### config.mk
export PLATFORM = sky130hd
export DESIGN_NAME = rr_arbiter
export DESIGN_NICKNAME = d
export VERILOG_FILES = /design/src/rtl/rr_arbiter_pkg.sv /design/src/rtl/rr_arbiter_pick.sv /design/src/rtl/rr_arbiter.sv
export SDC_FILE = /design/constraint.sdc
export NUM_CORES = 1
export LEC_CHECK = 0
export BUFFER_PORTS_ARGS = -buffer_cell sky130_fd_sc_hd__buf_2
export CAP_MARGIN = 10
export CORE_MARGIN = 4
export CORE_UTILIZATION = 36
export DETAILED_ROUTE_END_ITERATION = 12
export PLACE_DENSITY = 0.66
export SETUP_SLACK_MARGIN = 0.5
export SYNTH_ARGS = -nofsm -noshare
export SYNTH_HDL_FRONTEND = slang
export SYNTH_SLANG_ARGS = --single-unit
export TNS_END_PERCENT = 5
### constraint.sdc
create_clock -name clk -period 2.7 [get_ports clk]
set_input_delay 0 -clock clk [delete_from_list [all_inputs] [get_ports clk]]
set_output_delay 0 -clock clk [all_outputs]
set_load 0.1 [all_outputs]
### src/rtl/rr_arbiter_pkg.sv
// -----------------------------------------------------------------------------
// rr_arbiter_pkg
// Shared definitions for the round-robin arbiter:
//   - arb_state_t : controller state encoding (IDLE = no owner, GRANT = owner)
//   - DEFAULT_N, DEFAULT_MAX_HOLD : default parameter values for rr_arbiter
// -----------------------------------------------------------------------------
package rr_arbiter_pkg;

    typedef enum logic {
        IDLE  = 1'b0,
        GRANT = 1'b1
    } arb_state_t;

    localparam int DEFAULT_N        = 4;
    localparam int DEFAULT_MAX_HOLD = 8;

endpackage : rr_arbiter_pkg

### src/rtl/rr_arbiter_pick.sv
// -----------------------------------------------------------------------------
// rr_pick
// Combinational round-robin winner selection.
// Ports:
//   req    [N-1:0] in  : request vector
//   ptr    [N-1:0] in  : one-hot priority pointer (search starts here)
//   winner [N-1:0] out : one-hot winner, all-zero when no request is set
//   found          out : 1 when any request is set
// The search runs circularly upward from the pointer bit, wrapping N-1 -> 0.
// -----------------------------------------------------------------------------
module rr_pick #(
    parameter int N = 4
) (
    input  logic [N-1:0] req,
    input  logic [N-1:0] ptr,
    output logic [N-1:0] winner,
    output logic         found
);

    localparam logic [N-1:0] ONE = {{(N-1){1'b0}}, 1'b1};

    logic [N-1:0] upper_mask;
    logic [N-1:0] upper_req;

    // Bits at or above the pointer position. With a one-hot pointer,
    // ptr - 1 sets every bit strictly below it.
    assign upper_mask = ~(ptr - ONE);
    assign upper_req  = req & upper_mask;

    // Lowest set bit of the upper half wins; otherwise wrap and take the
    // lowest set bit of the whole request vector.
    always_comb begin
        winner = '0;
        if (|upper_req) begin
            winner = upper_req & (~upper_req + ONE);
        end else begin
            winner = req & (~req + ONE);
        end
    end

    assign found = |req;

endmodule : rr_pick

### src/rtl/rr_arbiter.sv
// -----------------------------------------------------------------------------
// rr_arbiter
// Round-robin arbiter with registered one-hot grant and optional grant timeout.
// Parameters:
//   N        : number of requesters (>= 2)
//   MAX_HOLD : grant-timeout limit in cycles (>= 2), used only with timeout on
// Ports:
//   clk       in           : clock, all state updates on the rising edge
//   reset     in           : synchronous active-high reset
//   en        in           : arbitration enable (blocks new grants only)
//   req       in  [N-1:0]  : request vector
//   gnt       out [N-1:0]  : registered one-hot grant or all-zero
//   gnt_valid out          : registered OR of gnt
//   gnt_idx   out [W-1:0]  : registered binary owner index, 0 when idle
// Configuration macro:
//   RR_ARBITER_TIMEOUT_EN : when defined, an owner that has held the grant
//   for MAX_HOLD cycles is revoked if another enabled requester is waiting.
// -----------------------------------------------------------------------------
module rr_arbiter
    import rr_arbiter_pkg::*;
#(
    parameter int N        = DEFAULT_N,
    parameter int MAX_HOLD = DEFAULT_MAX_HOLD,
    localparam int W       = (N > 1) ? $clog2(N) : 1
) (
    input  logic         clk,
    input  logic         reset,
    input  logic         en,
    input  logic [N-1:0] req,
    output logic [N-1:0] gnt,
    output logic         gnt_valid,
    output logic [W-1:0] gnt_idx
);

    if (N < 2 || MAX_HOLD < 2) begin : g_bad_param
        $error("rr_arbiter: N and MAX_HOLD must both be >= 2");
    end

    localparam logic [N-1:0] PTR_INIT = {{(N-1){1'b0}}, 1'b1};

    arb_state_t   state_reg, state_next;
    logic [N-1:0] ptr_reg, ptr_next;
    logic [N-1:0] gnt_reg, gnt_next;
    logic         gnt_valid_reg;
    logic [W-1:0] gnt_idx_reg, gnt_idx_next;

    logic [N-1:0] ptr_rot;
    logic [N-1:0] pick_ptr;
    logic [N-1:0] winner;
    logic         found;
    logic         owner_req;
    logic         others_req;
    logic         timeout;
    logic         new_grant;

    // Pointer position just past the current owner.
    assign ptr_rot    = {gnt_reg[N-2:0], gnt_reg[N-1]};
    assign owner_req  = |(req & gnt_reg);
    assign others_req = |(req & ~gnt_reg);

    // In GRANT the only decision ever taken uses the rotated pointer
    // (release or timeout), so the single picker is fed that directly.
    assign pick_ptr = (state_reg == GRANT) ? ptr_rot : ptr_reg;

    rr_pick #(.N(N)) u_pick (
        .req    (req),
        .ptr    (pick_ptr),
        .winner (winner),
        .found  (found)
    );

`ifdef RR_ARBITER_TIMEOUT_EN
    localparam int HW = (MAX_HOLD > 2) ? $clog2(MAX_HOLD) : 1;
    localparam logic [HW-1:0] HOLD_LAST = HW'(MAX_HOLD - 1);

    logic [HW-1:0] hold_reg, hold_next;

    assign timeout = (state_reg == GRANT) && (hold_reg == HOLD_LAST) && en && others_req;

    // Clears on every new grant, counts each held GRANT cycle and
    // saturates so a lone requester keeps its grant indefinitely.
    always_comb begin
        hold_next = hold_reg;
        if (new_grant) begin
            hold_next = '0;
        end else if (state_reg == GRANT && hold_reg != HOLD_LAST) begin
            hold_next = hold_reg + 1'b1;
        end
    end

    always_ff @(posedge clk) begin
        if (reset) begin
            hold_reg <= '0;
        end else begin
            hold_reg <= hold_next;
        end
    end
`else
    assign timeout = 1'b0;
`endif

    always_comb begin
        state_next = state_reg;
        ptr_next   = ptr_reg;
        gnt_next   = gnt_reg;
        new_grant  = 1'b0;
        case (state_reg)
            IDLE: begin
                if (en && found) begin
                    gnt_next   = winner;
                    state_next = GRANT;
                    new_grant  = 1'b1;
                end
            end
            GRANT: begin
                if (!owner_req || timeout) begin
                    ptr_next = ptr_rot;
                    if (en && found) begin
                        gnt_next  = winner;
                        new_grant = 1'b1;
                    end else begin
                        gnt_next   = '0;
                        state_next = IDLE;
                    end
                end
            end
            default: begin
                gnt_next   = '0;
                state_next = IDLE;
            end
        endcase
    end

    // One-hot to binary for the registered index.
    always_comb begin
        gnt_idx_next = '0;
        for (int i = 0; i < N; i++) begin
            if (gnt_next[i]) begin
                gnt_idx_next = gnt_idx_next | W'(i);
            end
        end
    end

    always_ff @(posedge clk) begin
        if (reset) begin
            state_reg     <= IDLE;
            ptr_reg       <= PTR_INIT;
            gnt_reg       <= '0;
            gnt_valid_reg <= 1'b0;
            gnt_idx_reg   <= '0;
        end else begin
            state_reg     <= state_next;
            ptr_reg       <= ptr_next;
            gnt_reg       <= gnt_next;
            gnt_valid_reg <= |gnt_next;
            gnt_idx_reg   <= gnt_idx_next;
        end
    end

    assign gnt       = gnt_reg;
    assign gnt_valid = gnt_valid_reg;
    assign gnt_idx   = gnt_idx_reg;

endmodule : rr_arbiter

==> results by group <==
Global route
  • Global-route wire length before repair: 2.77 mm
  • Vias in the first global route: 603
  • Total GRT Usage: 14.8%
  • Initial antenna violation count: 0
  • Largest net degree at the start of global routing: 10
  • GRT overflow: 0

CTS
  • Latest clock arrival within the worst-skew pair: 0.27 ns
  • Longest Clk Path Bufs: 2
  • Cts bufs inserted: 3
  • Clock slew at reported path FFs: 0.07 ns
  • Clock root buffer: clkbuf_4
  • CTS H-tree lvls: 1
  • CTS tree: built
  • Clock sinks: 12

Yosys
  • Yosys top cell by area: dfxtp_1
  • Cell variety after synth: 30
  • Async SR Flop Fraction: 0%
  • Post-synth EDFFs: 0
  • Most frequent cell after synthesis: dfxtp_1
  • Post-synth net total: 81
  • Share of the synthesized area in the top cell type: 36.5%
  • Post-Synthesis Cells: 73
  • Top FF cell, synth: dfxtp_1
  • Warnings from Yosys: 0
  • Seq/Total Area, Yosys: 36.5%
  • Synthesized area per cell: 9.02 um2
  • Synth top cells by count: dfxtp_1, nand2_1, mux2i_1, nor2_1, inv_1
  • Flops & latches, synth: 12
  • Largest cells by area after synthesis: dfxtp_1, mux2i_1, nand2_1, a21o_1, mux2_2
  • Synthesized area: 658 um2

Route
  • Residual DRC count: 0
  • First-pass DRT Iterations: 4
  • Vias: 613
  • Vias per cell: 5.24
  • Wire per inst: 14.1 um
  • Antenna viol nets, final: 0
  • Iter 0 DRT Violations: 9
  • Routed wire length: 1.65 mm

Critical path
  • Crit path max-delay cell type: dfxtp_4
  • Slowest cell delay on critical path: 0.39 ns
  • CP bufs+invs: 1
  • Worst EP arrival: 2.33 ns
  • Crit path top cell by count: mux2_4
  • Delay-heaviest family, CP: simple AND/OR/NAND/NOR gates
  • Startpoint types: flip-flop
  • CP required: 2.86 ns
  • CP Class: reg -> reg
  • Critical path capture point type: flip-flop
  • Worst-path maximum fanout: 6
  • R2R Setup Slk: 0.53 ns
  • Worst reg2reg path endpoint: gnt_valid$_SDFF_PP0_
  • Reg2reg path depth: 9
  • Worst r2r src: state_reg$_SDFF_PP0_
  • CP cell instances: mux2_4, inv_2, ha_4, nand2_1, mux2_4, nand4_1, a21oi_2, or3b_4, or3_1

Layout
  • Layout cell share with drive strength beyond 1: 43.5%
  • Filler cells: 171
  • Area growth syn-to-layout: 35.9%
  • Final net count: 101
  • # diodes: 0

STA
  • Worst-Margin Slew: 0.490 ns
  • Slew Limit Fails: 0
  • Max Clk Rate: 0.461 GHz
  • RSZ-0062 raised after global routing: yes
  • Slew headroom: 67.6%
  • Final Skew: 0.00863 ns
  • Worst hold slack: 0.0518 ns
  • Fin crit share: 80.4%
  • Final Hold Fails: 0
  • Setup violations, final: 0
  • Setup TNS: 0 ns
  • Final Critical Period: 2.17 ns

Worst hold path
  • Hold Path Class: in -> reg
  • Worst hold path startpoint: en
  • Depth of the worst hold-timing path: 3
  • WHS Endpoint: state_reg$_SDFF_PP0_

Place
  • Buffers on Ports: 13
  • Routability cong.: 0.906
  • HPWL Detailed: 1.23 mm

Job
  • Maxcap violations: 0

Power and ir drop
  • Clk pwr share: 22.2%
  • Pwr Density: 567 mW/mm2
  • P_leak: 0.000426 uW
  • Share of power burned in registers: 40.1%
  • Worst IR Drop VDD: 0.370 mV
  • Pint: 307 uW
  • Logic pwr share: 37.7%
  • Switching share of power: 39.4%
  • Psw: 200 uW

Floorplan
  • Initial Util: 38.1%
  • I/O Pins: 14
  • Placement Rows: 15
  • DIE HEIGHT: 50.8 um
  • Core area: 0.00173 mm2
  • Die area: 0.00258 mm2
  • Die width: 50.8 um

Status
  • Status: complete, no violations
==> worst max path at each step <==
stage / slack, ns / endpoint / cells after the start / start
after floorplan: 0.45 / gnt_valid$_SDFF_PP0_ / 9 / gnt[3]$_SDFF_PP0_
after detailed placement: 0.33 / gnt_valid$_SDFF_PP0_ / 6 / state_reg$_SDFF_PP0_
final: 0.53 / gnt_valid$_SDFF_PP0_ / 9 / state_reg$_SDFF_PP0_
after global routing: 0.45 / gnt_valid$_SDFF_PP0_ / 9 / state_reg$_SDFF_PP0_
after CTS: 0.50 / gnt_valid$_SDFF_PP0_ / 9 / state_reg$_SDFF_PP0_
after global placement: 0.36 / gnt_valid$_SDFF_PP0_ / 6 / state_reg$_SDFF_PP0_
==> power groups by stage <==
stage | Clock [uW] | Sequential (uW) | Combinational, uW
5_1_grt | 130 | 206 | 203
2_1_floorplan | 0 | 277 | 80.3
6_report | 113 | 203 | 191
3_3_place_gp | 0 | 207 | 181
3_5_place_dp | 0 | 207 | 182
4_1_cts | 117 | 203 | 185
==> cell families (layout without fill, tap and decap cells) <==
kind of cell	Yosys count	after routing	synth area share, %
compound gates	16	16	17.7
buf+inv	5	24	3.99
simple gates	29	29	23.8
mux	9	9	14.8
fa+ha+maj	1	1	1.90
xor+xnor	1	1	1.33
flops	12	12	36.5
==> worst register-to-register path, delay by kind of cell (launching register included) <==
kind	cells	cell delay [ns]
and+or+nand+nor	4	0.80
buffers and inverters	1	0.06
adders and majority gates	1	0.12
DFF	1	0.39
AOI/OAI and AO/OA	1	0.07
muxes	2	0.62
==> layer usage <==
metal  vias to the layer above  global-route usage [%]  routed length, um
met1                       282                    18.4                770
met3                         4                    4.15                 64
li1                        313                       -                  -
met2                        14                    22.2                782
met5                         -                       0                  0
met4                         0                    9.42                 31
==> cells in the final DEF (no fill, tap or decap), drive strengths merged, types with 3 or more instances in the layout <==
cell	instances
a21o	3
a21oi	3
buf	14
clkbuf	5
dfxtp	12
inv	4
mux2	3
mux2i	6
nand2	9
nand3	3
nand4	3
nor2	5
==> final cells by class <==
cell class / count / area [um2] / share of cell area [%]
timing repair buffer: 16 / 87.6 / 9.79
sequential: 12 / 256 / 28.7
tap: 25 / 31.3 / 3.50
clock buffer: 4 / 26.3 / 2.94
multi-input combinational: 56 / 478 / 53.4
inverter: 4 / 15.0 / 1.68
==> through the flow <==
stage          instances  setup slack, ns  total power [uW]  area (um2)  util, %
2_1_floorplan         73            0.449               358         733        -
3_3_place_gp         110            0.363               388         818     47.4
3_5_place_dp         110            0.331               389         818     47.4
4_1_cts              115            0.500               505         865     50.1
5_1_grt              117            0.447               539         895     51.8
6_report             117            0.530               507         895     51.8
==> repair_timing <==
item	4_1_cts	5_1_grt
setup endpoints to repair	1	1
resized for setup	3	3
hold endpoints to repair	3	0
hold buffers	1	0
setup buffers	0	2
(Power assumes the default switching activity.)
